### config.mk
export PLATFORM = sky130hd
export DESIGN_NAME = simple_bus_master
export DESIGN_NICKNAME = d
export VERILOG_FILES = /design/src/rtl/simple_bus_master.sv
export SDC_FILE = /design/constraint.sdc
export NUM_CORES = 1
export LEC_CHECK = 0
export CAP_MARGIN = 20
export CORE_UTILIZATION = 35
export DETAILED_ROUTE_END_ITERATION = 8
export PLACE_DENSITY = 0.69
export SLEW_MARGIN = 20
export SYNTH_ARGS = -nofsm -noshare
export SYNTH_HDL_FRONTEND = slang
export SYNTH_SLANG_ARGS = --single-unit
### constraint.sdc
create_clock -name clock -period 2.5 [get_ports clock]
set_input_delay 0.75 -clock clock [delete_from_list [all_inputs] [get_ports clock]]
set_output_delay 0.75 -clock clock [all_outputs]
set_load 0.1 [all_outputs]
### src/rtl/simple_bus_master.sv
// Initiator for the single-channel "simple" memory bus: one outstanding load/store,
// fixed read latency, sized/extended load data. Optional define: MISALIGN_CHECK_EN.
module simple_bus_master #(
    parameter int RD_LAT  = 2,
    parameter int TIMEOUT = 255
) (
    input  logic        clock,
    input  logic        reset,
    input  logic        req_valid,
    output logic        req_ready,
    input  logic [31:0] req_addr,
    input  logic        req_wen,
    input  logic [2:0]  req_size,
    input  logic        req_unsigned,
    input  logic [31:0] req_wdata,
    output logic        resp_valid,
    input  logic        resp_ready,
    output logic [31:0] resp_rdata,
    output logic        resp_err,
    output logic        simple_out_valid,
    input  logic        simple_out_ready,
    output logic [31:0] simple_out_bits_addr,
    output logic        simple_out_bits_writeEn,
    output logic [2:0]  simple_out_bits_size,
    output logic [31:0] simple_out_bits_wdata,
    input  logic [31:0] simple_in_rdata,
    output logic [1:0]  dbg_state_o
);

    // One counter serves both the ISSUE timeout and the WAIT latency countdown.
    localparam int MAXV = (TIMEOUT > RD_LAT) ? TIMEOUT : RD_LAT;
    localparam int CW   = (MAXV < 1) ? 1 : $clog2(MAXV + 1);

    typedef enum logic [1:0] {
        IDLE  = 2'd0,
        ISSUE = 2'd1,
        WAIT  = 2'd2,
        RESP  = 2'd3
    } state_e;

    state_e        state_q;
    logic [CW-1:0] cnt_q;
    logic [31:0]   addr_q;
    logic [31:0]   wdata_q;
    logic [31:0]   rdata_q;
    logic [2:0]    size_q;
    logic          wen_q;
    logic          uns_q;
    logic          err_q;

    logic          req_fire;
    logic          bus_fire;
    logic          resp_fire;
    logic          timeout_d;
    logic          misalign_d;
    logic [31:0]   rdata_d;

    function automatic logic [31:0] extract(input logic [31:0] d, input logic [2:0] sz,
                                            input logic uns);
        logic [31:0] r;
        case (sz)
            3'd0:    r = uns ? {24'd0, d[7:0]}  : {{24{d[7]}}, d[7:0]};
            3'd1:    r = uns ? {16'd0, d[15:0]} : {{16{d[15]}}, d[15:0]};
            default: r = d;
        endcase
        return r;
    endfunction

`ifdef MISALIGN_CHECK_EN
    function automatic logic is_misaligned(input logic [1:0] a, input logic [2:0] sz);
        logic m;
        case (sz)
            3'd0:    m = 1'b0;
            3'd1:    m = a[0];
            default: m = (a != 2'b00);
        endcase
        return m;
    endfunction
`endif

    always_comb begin
        req_fire  = (state_q == IDLE) && req_valid;
        bus_fire  = (state_q == ISSUE) && simple_out_ready;
        resp_fire = (state_q == RESP) && resp_ready;
        rdata_d   = extract(simple_in_rdata, size_q, uns_q);
        timeout_d = (TIMEOUT != 0) && (cnt_q == CW'(TIMEOUT - 1));
`ifdef MISALIGN_CHECK_EN
        misalign_d = is_misaligned(req_addr[1:0], req_size);
`else
        misalign_d = 1'b0;
`endif
    end

    always_ff @(posedge clock) begin
        if (reset) begin
            state_q <= IDLE;
            cnt_q   <= '0;
            addr_q  <= '0;
            wdata_q <= '0;
            rdata_q <= '0;
            size_q  <= '0;
            wen_q   <= 1'b0;
            uns_q   <= 1'b0;
            err_q   <= 1'b0;
        end else begin
            case (state_q)
                IDLE: begin
                    if (req_fire) begin
                        addr_q  <= req_addr;
                        wdata_q <= req_wdata;
                        size_q  <= req_size;
                        wen_q   <= req_wen;
                        uns_q   <= req_unsigned;
                        cnt_q   <= '0;
                        if (misalign_d) begin
                            rdata_q <= '0;
                            err_q   <= 1'b1;
                            state_q <= RESP;
                        end else begin
                            state_q <= ISSUE;
                        end
                    end
                end
                ISSUE: begin
                    if (bus_fire) begin
                        if (wen_q) begin
                            rdata_q <= '0;
                            err_q   <= 1'b0;
                            state_q <= RESP;
                        end else begin
                            cnt_q   <= CW'(RD_LAT - 1);
                            state_q <= WAIT;
                        end
                    end else if (timeout_d) begin
                        rdata_q <= '0;
                        err_q   <= 1'b1;
                        state_q <= RESP;
                    end else if (cnt_q != '1) begin
                        cnt_q <= cnt_q + 1'b1;
                    end
                end
                WAIT: begin
                    // The edge seeing zero is request-accept edge + RD_LAT.
                    if (cnt_q == '0) begin
                        rdata_q <= rdata_d;
                        err_q   <= 1'b0;
                        state_q <= RESP;
                    end else begin
                        cnt_q <= cnt_q - 1'b1;
                    end
                end
                RESP: begin
                    if (resp_fire) state_q <= IDLE;
                end
                default: state_q <= IDLE;
            endcase
        end
    end

    assign req_ready               = (state_q == IDLE);
    assign simple_out_valid        = (state_q == ISSUE);
    assign resp_valid              = (state_q == RESP);
    assign resp_rdata              = rdata_q;
    assign resp_err                = err_q;
    assign simple_out_bits_addr    = addr_q;
    assign simple_out_bits_writeEn = wen_q;
    assign simple_out_bits_size    = size_q;
    assign simple_out_bits_wdata   = wdata_q;
    assign dbg_state_o             = state_q;

endmodule

==> impl_metrics.yaml <==
pwr:
  switching_share_pct: 51.95
  seq_power_share_pct: 26.5
  p_sw_uw: 4523
  p_comb_share_pct: 57.7
  clkPwrFrac_pct: 15.8
  internal-power_uw: 4183
  p_leak_uw: 0.002789
  peakVddDrop_mv: 0.5942
  powerDensity_nw_per_um2: 1227
detailed_routing:
  wl_per_cell_um: 14.31
  drtPass1Iterations: 4
  drtAntennaViolNets: 0
  initialDrtViolationCount: 241
  viasPerCell: 4.978
  drt-total-wl_mm: 13.63
  drc: 0
  dr_total_vias: 4739
finish:
  antenna_cells: 0
  drive_above_1_share_pct: 21.01
  syn2layout_area_growth_pct: 49.38
  fin_nets: 886
  instances_no_fill: 952
  num-fill-cells: 1274
timing:
  setup_slack_ns: 0.3932
  setup_viol: 0
  slew_viol_final: 0
  min_period_over_period_pct: 84.27
  fin_setup_tns_ns: 0
  clock_skew_ns: 0.006730
  tightest_slew_ns: 0.9651
  finalHoldViolations: 0
  fin_crit_ns: 2.107
  rsz0062_at_grt: "false"
  slew_headroom_pct: 35.42
  fmax_ghz: 0.4747
clock_network:
  cts_post_setup_buffers_inserted: 0
  cts_hold_buf: 0
  cts_tree: "done"
  ctsResizeCount: 0
  numCtsBuffers: 9
  clock_path_buffers: 2
  clkTransAtPathRegs_ns: 0.07
  insertion_delay_ns: 0.35
  cts_sinks: 112
  cts-root-buf: "clkbuf_16"
  htree_num_levels: 3
placement:
  pre_cts_ws_ns: 0.06619
  post-place-cells: 937
  hpwl_mm: 9.755
  port_buffers: 211
  globalplace.congestion: 0.8486
global_route:
  grt_pass1_wl_mm: 22.32
  track_usage_pct: 19.65
  antenna_found_initial: 0
  grt_pass1_vias: 4616
  grt_max_degree: 59
  overflow: 0
synthesis:
  yosysMostFrequentCell: "nand2_1"
  synthTopCellsByCount: "nand2_1 (154), dfxtp_1 (112), a21oi_1 (91), nand3b_1 (25), clkbuf_1 (21)"
  synthMuxAreaShare_pct: 0.4214
  synth_area_leaders: "dfxtp_1 (47%), nand2_1 (12%), a21oi_1 (9.6%), nand3b_1 (4.0%), ha_1 (2.1%)"
  synth-seq-area-share_pct: 47.20
  synth_area_sq_um: 4751
  ys_seq_elements: 112
  synth_cell_types: 50
  async_flop_share_pct: 0
  synth_fp_nets: 693
  synth_area_per_cell_sq_um: 8.205
  synth-compound-area-share_pct: 19.65
  synth_fa_ha_area_share_pct: 2.107
  synth-xor-area-share_pct: 1.106
  synthCells: 579
  synth_top_family_by_area: "simple AND/OR/NAND/NOR gates"
  synth_area_leader_cell: "dfxtp_1"
  yosys.area.top_type_share_pct: 47.20
  yosys.area_share.simple_pct: 24.05
  ys.flop_type: "dfxtp_1"
  ys_warn_count: 0
  synth_edf_count: 0
floorplan:
  die_w_um: 118.5
  dieHeight_um: 118.5
  fp.coreArea_sq_um: 13240
  pin_count: 212
  fp-row-count: 42
  start_util_pct: 35.87
  die_area_sq_um: 14040
worst_hold_path:
  hp-class: "flip-flop to flip-flop"
  min_to: "simple_out_bits_addr[17]"
  min_delay_path_depth: 2
  worstHoldStart: "simple_out_bits_addr[17]"
critical_path:
  crit_arrival_ns: 2.33
  cp_max_fo: 7
  end_kind: "flip-flop"
  crit_path_frequent_cell: "buf_4"
  crit_required_ns: 2.72
  critPathLaunchType: "input pin"
  reg2reg_slack_ns: 0.44
  critPathKind: "input pin to flip-flop"
  crit_slowest_cell: "clkdlybuf4s50_1"
  timing.rr.end: "cnt_q[6]"
  crit_path_max_incr_delay_ns: 0.43
  crit_chain: "clkdlybuf4s50_1 > buf_4 > nand3_1 > o211ai_1 > nor3_2 > buf_4 > nand3b_1 > o32ai_1"
  r2r_start: "cnt_q[0]"
  rr_worst_depth: 8
run_status:
  outcome: "completed"
flow_run:
  drv_cap: 0
==> registers in the layout (all words and copies together), names as in the netlist <==
register	count
resp_rdata	32
simple_out_bits_addr	32
simple_out_bits_wdata	32
cnt_q	8
simple_out_bits_size	3
dbg_state_o	2
resp_err	1
simple_out_bits_writeEn	1
uns_q	1
==> through the flow <==
stage,hold WS [ns],utilization (%),instance area (sq um),total power [uW]
2_1_floorplan,0.4611,-,4771,6187
3_3_place_gp,0.4433,51.46,6814,7296
3_5_place_dp,0.4478,51.46,6814,7383
4_1_cts,0.4576,53.59,7097,8786
5_1_grt,0.4730,53.59,7097,9163
6_report,0.4552,53.59,7097,8705
==> cells by family (layout without fill, tap and decap cells) <==
group / Yosys count / count (layout)
simple gates: 240 / 240
compound gates: 156 / 156
flops: 112 / 112
buf+inv: 55 / 252
fa+ha+maj: 8 / 8
xor+xnor: 6 / 6
mux: 2 / 2
==> area by class of cell <==
| type | count | area, sq um | area share (%) |
|---|---|---|---|
| flip-flops and latches | 112 | 2247 | 31.66 |
| repair buffers | 228 | 2034 | 28.67 |
| clock buffers | 11 | 252.7 | 3.561 |
| multi-input cells | 412 | 2278 | 32.11 |
| well taps | 176 | 220.2 | 3.103 |
| inverters | 9 | 33.78 | 0.4760 |
| clock inverters | 4 | 30.03 | 0.4231 |
==> critical path, delay by kind of cell <==
family          cells  cell delay (ns)
buf+inv             3             0.79
simple gates        3             0.49
compound gates      2             0.29
==> layer usage <==
| layer | GRT usage (%) | vias up | part of all wire [%] |
|---|---|---|---|
| li1 | - | 2352 | - |
| met4 | 10.68 | 0 | 3.5 |
| met2 | 31.99 | 162 | 46 |
| met1 | 23.34 | 2189 | 43 |
| met5 | 0 | - | 0 |
| met3 | 5.598 | 36 | 7.0 |
==> power groups by stage <==
stage          registers (uW)  logic [uW]  clock network (uW)
6_report                 2310        5020                1380
4_1_cts                  2310        5050                1430
3_5_place_dp             2340        5040                   0
5_1_grt                  2350        5310                1510
3_3_place_gp             2330        4960                   0
2_1_floorplan            4240        1950                   0
==> layout by cell type, fill, tap and decap left out, drive strengths merged, types with 2 or more instances in the layout <==
cell type / count
a21oi: 91
or3: 2
o211ai: 3
and3: 3
clkbuf: 11
nor3b: 2
nand2b: 10
nor3: 6
dfxtp: 112
inv: 9
mux2i: 2
nand3b: 26
nand3: 20
o21ai: 36
buf: 124
o32ai: 3
xnor2: 5
nand2: 154
o2bb2ai: 2
o31ai: 9
o221ai: 2
nor2: 11
a221oi: 2
clkinv: 3
o22ai: 2
clkdlybuf4s50: 104
ha: 8
==> how the worst max path moves through the flow <==
| stage | startpoint | endpoint | cells after the start |
|---|---|---|---|
| detailed placement | simple_out_ready | cnt_q[6] | 8 |
| finish | simple_out_ready | cnt_q[6] | 8 |
| CTS | dbg_state_o[0] | req_ready | 3 |
| floorplan | dbg_state_o[1] | cnt_q[3] | 6 |
| global placement | simple_out_ready | resp_err | 7 |
| global route | simple_out_ready | resp_rdata[10] | 6 |
Note: power is estimated with default switching activity, not from simulation.
